## config.mk

```make
export PLATFORM = sky130hd
export DESIGN_NAME = vga_plot_arbiter
export DESIGN_NICKNAME = d
export VERILOG_FILES = /design/src/rtl/vga_pkg.sv /design/src/rtl/vga_plot_arbiter_rect_walker.sv /design/src/rtl/vga_plot_arbiter.sv
export SDC_FILE = /design/constraint.sdc
export NUM_CORES = 1
export LEC_CHECK = 0
export ABC_AREA = 1
export CAP_MARGIN = 10
export CORE_MARGIN = 2
export CORE_UTILIZATION = 40
export CTS_BUF_LIST = sky130_fd_sc_hd__clkbuf_16
export CTS_CLUSTER_DIAMETER = 50
export DETAILED_ROUTE_END_ITERATION = 10
export GPL_TIMING_DRIVEN = 0
export PLACE_DENSITY_LB_ADDON = 0.25
export SLEW_MARGIN = 20
export SYNTH_ARGS = -nofsm -noshare
export SYNTH_HDL_FRONTEND = slang
export SYNTH_HIERARCHICAL = 1
export SYNTH_SLANG_ARGS = --single-unit
```

## constraint.sdc

```tcl
create_clock -name clk -period 1.96 [get_ports clk]
set_input_delay 0.392 -clock clk [delete_from_list [all_inputs] [get_ports clk]]
set_output_delay 0.392 -clock clk [all_outputs]
set_load 0.01 [all_outputs]
```

## src/rtl/vga_pkg.sv

```systemverilog
// vga_pkg: screen geometry, pixel field widths and FSM state encoding for the VGA plot path
package vga_pkg;
  localparam int SCREEN_W = 160;
  localparam int SCREEN_H = 120;
  localparam int X_BITS = 8;
  localparam int Y_BITS = 7;
  localparam int COLOUR_BITS = 3;
  localparam logic [COLOUR_BITS-1:0] COLOUR_BLACK = 3'b000;
  typedef enum logic [1:0] {S_IDLE = 2'd0, S_LOAD = 2'd1, S_DRAW = 2'd2, S_DONE = 2'd3} state_t;
endpackage

```

## src/rtl/vga_plot_arbiter_rect_walker.sv

```systemverilog
// rect_walker: raster offset counters over a (w+1)x(h+1) rectangle, x offset fastest
module rect_walker #(
  parameter int SZ_BITS = 4
) (
  input  logic               clk,
  input  logic               resetn,
  input  logic               start,
  input  logic               step,
  input  logic [SZ_BITS-1:0] w,
  input  logic [SZ_BITS-1:0] h,
  output logic               wrap,
  output logic               last
);
  logic [SZ_BITS-1:0] ox, oy;
  assign wrap = ox == w;
  assign last = wrap && oy == h;
  always_ff @(posedge clk) begin
    if (!resetn || start) begin
      ox <= '0;
      oy <= '0;
    end else if (step) begin
      ox <= wrap ? '0 : ox + 1'b1;
      oy <= wrap ? oy + 1'b1 : oy;
    end
  end
endmodule

```

## src/rtl/vga_plot_arbiter.sv

```systemverilog
// vga_plot_arbiter: round-robin shares the vga_adapter write port, rastering one rectangle per grant.
// Define VGA_PLOT_CLIP_EN to suppress plot for pixels falling off the 160x120 screen.
module vga_plot_arbiter
  import vga_pkg::*;
#(
  parameter int NUM_REQ = 3,
  parameter int SZ_BITS = 4
) (
  input  logic                         clk,
  input  logic                         resetn,
  input  logic [NUM_REQ-1:0]           req,
  input  logic [NUM_REQ*X_BITS-1:0]    rect_x,
  input  logic [NUM_REQ*Y_BITS-1:0]    rect_y,
  input  logic [NUM_REQ*SZ_BITS-1:0]   rect_w,
  input  logic [NUM_REQ*SZ_BITS-1:0]   rect_h,
  input  logic [NUM_REQ*COLOUR_BITS-1:0] rect_colour,
  output logic [NUM_REQ-1:0]           gnt,
  output logic [NUM_REQ-1:0]           done,
  output logic                         busy,
  output logic [X_BITS-1:0]            x,
  output logic [Y_BITS-1:0]            y,
  output logic [COLOUR_BITS-1:0]       colour,
  output logic                         plot
);
  localparam int PW = $clog2(NUM_REQ);
`ifdef VGA_PLOT_CLIP_EN
  localparam int XW = X_BITS + 1;
  localparam int YW = Y_BITS + 1;
`else
  localparam int XW = X_BITS;
  localparam int YW = Y_BITS;
`endif
  state_t state, nstate;
  logic [PW-1:0] rr, win, pick;
  logic [X_BITS-1:0] x0, sel_x;
  logic [Y_BITS-1:0] sel_y;
  logic [SZ_BITS-1:0] w_r, h_r, sel_w, sel_h;
  logic [COLOUR_BITS-1:0] sel_c;
  logic [XW-1:0] ux, nux;
  logic [YW-1:0] uy, nuy;
  logic wrap, last, adv, vis;
  // first requester at or above the rr pointer, modulo NUM_REQ
  always_comb begin
    pick = rr;
    for (int i = NUM_REQ - 1; i >= 0; i--)
      if (req[(int'(rr) + i) % NUM_REQ]) pick = PW'((int'(rr) + i) % NUM_REQ);
  end
  assign sel_x = rect_x[int'(win)*X_BITS +: X_BITS];
  assign sel_y = rect_y[int'(win)*Y_BITS +: Y_BITS];
  assign sel_w = rect_w[int'(win)*SZ_BITS +: SZ_BITS];
  assign sel_h = rect_h[int'(win)*SZ_BITS +: SZ_BITS];
  assign sel_c = rect_colour[int'(win)*COLOUR_BITS +: COLOUR_BITS];
  rect_walker #(.SZ_BITS(SZ_BITS)) u_walker (
    .clk   (clk),
    .resetn(resetn),
    .start (state == S_LOAD),
    .step  (state == S_DRAW),
    .w     (w_r),
    .h     (h_r),
    .wrap  (wrap),
    .last  (last)
  );
  always_ff @(posedge clk) begin
    if (!resetn) state <= S_IDLE;
    else state <= nstate;
  end
  always_comb begin
    nstate = state == S_IDLE ? (|req ? S_LOAD : S_IDLE) :
             state == S_LOAD ? S_DRAW :
             state == S_DRAW ? (last ? S_DONE : S_DRAW) : S_IDLE;
  end
  always_comb begin
    gnt  = (state == S_LOAD || state == S_DRAW) ? NUM_REQ'(1) << win : '0;
    done = state == S_DONE ? NUM_REQ'(1) << win : '0;
    busy = state == S_LOAD || state == S_DRAW;
  end
  // pixel coordinates are kept unwrapped when clipping so off-screen pixels can be detected
  assign adv = state == S_LOAD || (state == S_DRAW && !last);
  assign nux = state == S_LOAD ? XW'(sel_x) : wrap ? XW'(x0) : ux + 1'b1;
  assign nuy = state == S_LOAD ? YW'(sel_y) : wrap ? uy + 1'b1 : uy;
`ifdef VGA_PLOT_CLIP_EN
  assign vis = nux < XW'(SCREEN_W) && nuy < YW'(SCREEN_H);
`else
  assign vis = 1'b1;
`endif
  always_ff @(posedge clk) begin
    if (!resetn) begin
      rr <= '0;
      win <= '0;
      x0 <= '0;
      w_r <= '0;
      h_r <= '0;
      colour <= '0;
      ux <= '0;
      uy <= '0;
      plot <= 1'b0;
    end else begin
      if (state == S_IDLE) win <= pick;
      if (state == S_LOAD) begin
        x0 <= sel_x;
        w_r <= sel_w;
        h_r <= sel_h;
        colour <= sel_c;
      end
      if (state == S_DONE) rr <= win == PW'(NUM_REQ - 1) ? '0 : win + 1'b1;
      if (adv) begin
        ux <= nux;
        uy <= nuy;
      end
      plot <= adv && vis;
    end
  end
  assign x = ux[X_BITS-1:0];
  assign y = uy[Y_BITS-1:0];
endmodule

```

==> results.cfg <==
[route]
drc = 0
drt-total-wl_um = 9666
first_iter_violations = 160
viasPerCell = 5.138
postRouteAntennaNets = 0
vias = 3607
firstDrtPassIters = 4
drt-wirelength-per-cell_um = 13.77

[logic_synthesis]
synth_cells = 473
yosys-top-cells-area = dfxtp_1, nand2_1, nand3_1
synth_area_um2 = 3147
yosys.area.top_type = dfxtp_1
syn_nets = 567
ys_warn_count = 6
ys_seq_area_frac = 0.3117
synth_top_area_share = 0.3117
yosys_register_bits = 49
syn_avg_cell_area_um2 = 6.653
synth_cell_types = 37

[flow_run]
maxCapViolCount = 0

[global_routing]
grt_pass1_wl_um = 15340
grtUsageMet2 = 0.3936
met3_usage = 0.04312
use_met1 = 0.2762
antenna_found_initial = 0
grt_most_used_layer = met2
grt_overflow = 0
grt_pass1_vias = 3323
gr-usage-all-layers = 0.2205
grt_start_max_net_pins = 15

[clock_tree]
clockBufferDepth = 2
htreeDepth = 2
clkSlewWorstSetupHoldPaths_ns = 0.07
hold_buffers = 0
cts_num_sinks = 49
cts_tree = done
root_buffer = clkbuf_16
numCtsBuffers = 5
insertion_delay_ns = 0.29

[setup_path]
crit_chain = inv_1 -> ha_1 -> inv_2 -> nor2_1 -> dlygate4sd2_1
slowest_delay_ns = 0.36
rr_worst_depth = 13
cp_slowest_cell = dfxtp_1
worstPathArrival_ns = 1.47
worst-path-max-fanout = 4
start_kind = flip-flop
required_ns = 1.57
end_kind = output pin
worstSetupPathType = reg -> out

[layout]
final_util = 0.5964
stdcell_count = 702
drive_gt1_frac = 0.1167
antenna_cells = 0
final_common_cell = nand2_1
fin_area_um2 = 4584
syn_to_final_growth_pct = 45.69
final_cell_mix = nand2_1, clkdlybuf4s50_1, inv_1, dfxtp_1
fin_nets = 693

[sta]
slew_violations = 0
finalCriticalPeriod_ns = 1.861
fin_crit_sh = 0.9494
hold_ws_ns = 0.4676
slew_headroom = 0.6150
fmax_mhz = 537.4
skew_ns = 0.005353
setup_tns_ns = 0
tightest_slew_ns = 0.5775
final_hold_viol_count = 0
finalSetupViolCount = 0

[floorplanning]
die_y_um = 92.70
rows = 32
die_area_um2 = 8592
start_util = 0.4093
fp.coreArea_um2 = 7687
pin_count = 109
die_w_um = 92.70

[placed_design]
gp_congestion = 0.8622
dpl_cell_area_um2 = 4355
dpl.hpwl_um = 7143
port_buffers = 108
post-place-cells = 683

[power]
vdd_drop_max_mv = 0.4268
leakage_uw = 0.001920
cellPowerDensity_nw_per_um2 = 716.5

[hold_path]
min_path_type = reg -> reg
min_path_cells = 2

[outcome]
outcome = finished clean
## critical path, delay by kind of cell, from the launching register on
family                     cells  cell delay, ns
and+or+nand+nor                1            0.09
adders and majority gates      1            0.32
buffers and inverters          3            0.41
DFF                            1            0.36
## final timing paths
| check | from | to | slack (ns) |
|---|---|---|---|
| max | state[0] | gnt[2] | 0.1 |
| min | x0[5] | x0[5] | 0.47 |
| max reg2reg | w_r[3] | y[0] | 0.15 |
| min reg2reg | x0[5] | x0[5] | 0.47 |
## metal layers
layer / vias to the layer above / share of wire
met3: 12 / 0.059
li1: 1805 / -
met4: 0 / 0.014
met5: - / 0
met2: 115 / 0.52
met1: 1675 / 0.41
## power by group
group	switching, µW	total [µW]	internal (µW)
logic	654	1240	584
registers	103	1200	1100
clock network	378	843	465
## state kept, by name, indices dropped and copies added (netlist names)
register,cells
x0,8
u_walker/oy,4
state,2
win,2
y,7
h_r,4
colour,3
x,8
u_walker/ox,4
plot,1
rr,2
w_r,4
## metrics by stage
stage / power (µW) / setup slack [ns]
3_5_place_dp: 2372 / -0.09273
5_1_grt: 3469 / -0.002613
4_1_cts: 3218 / 0.01184
6_report: 3285 / 0.09923
2_1_floorplan: 1880 / 0.2911
3_3_place_gp: 2358 / -0.1159
## synth_stat cells
library cell  instances
nand3_4               1
nor2_8                2
a31oi_2               1
o211ai_1              3
nand2_1             132
o21ai_0              27
nor3_1                3
a21oi_2               1
xor2_1                5
buf_12                1
xnor2_1               6
nor2_4                2
nand2_2              11
a31oi_1              14
nand2_4               1
a22oi_1              12
a21oi_1              30
o21a_1                1
o21ai_1               3
nand3_1              35
nand4_1              10
inv_2                 8
clkinv_1              1
buf_4                 1
clkbuf_1              4
nor4_1                1
inv_4                 1
nor2_1               36
nand3_2               2
buf_6                 2
a41oi_1               1
dfxtp_1              49
buf_1                 1
buf_2                 8
ha_1                 11
nor2_2                1
inv_1                45
## cell type report
class,count,area [µm²]
repair inverters,1,7.507
well taps,102,127.6
clock buffers,5,125.1
clock inverters,3,15.01
flip-flops and latches,49,985.9
inverters,55,209.0
repair buffers,118,1145
plain buffers,17,108.9
fillers,717,3103
multi-input cells,352,1861
## kinds of logic (layout without fill, tap and decap cells)
kind of cell | count (synthesis) | count (layout) | synth area share
compound gates | 93 | 93 | 0.1710
fa+ha+maj | 11 | 11 | 0.04374
simple gates | 237 | 237 | 0.3420
buf+inv | 72 | 199 | 0.1010
xor+xnor | 11 | 11 | 0.03062
flops | 49 | 49 | 0.3117
## timing repair
item	in CTS	in global routing
cloned	1	0
gates resized for setup	9	14
endpoints found under the setup margin	11	18
pin swaps	2	3
buffers inserted	2	8
hold endpoints to repair	0	0
Note: power is estimated with default switching activity, not from simulation.
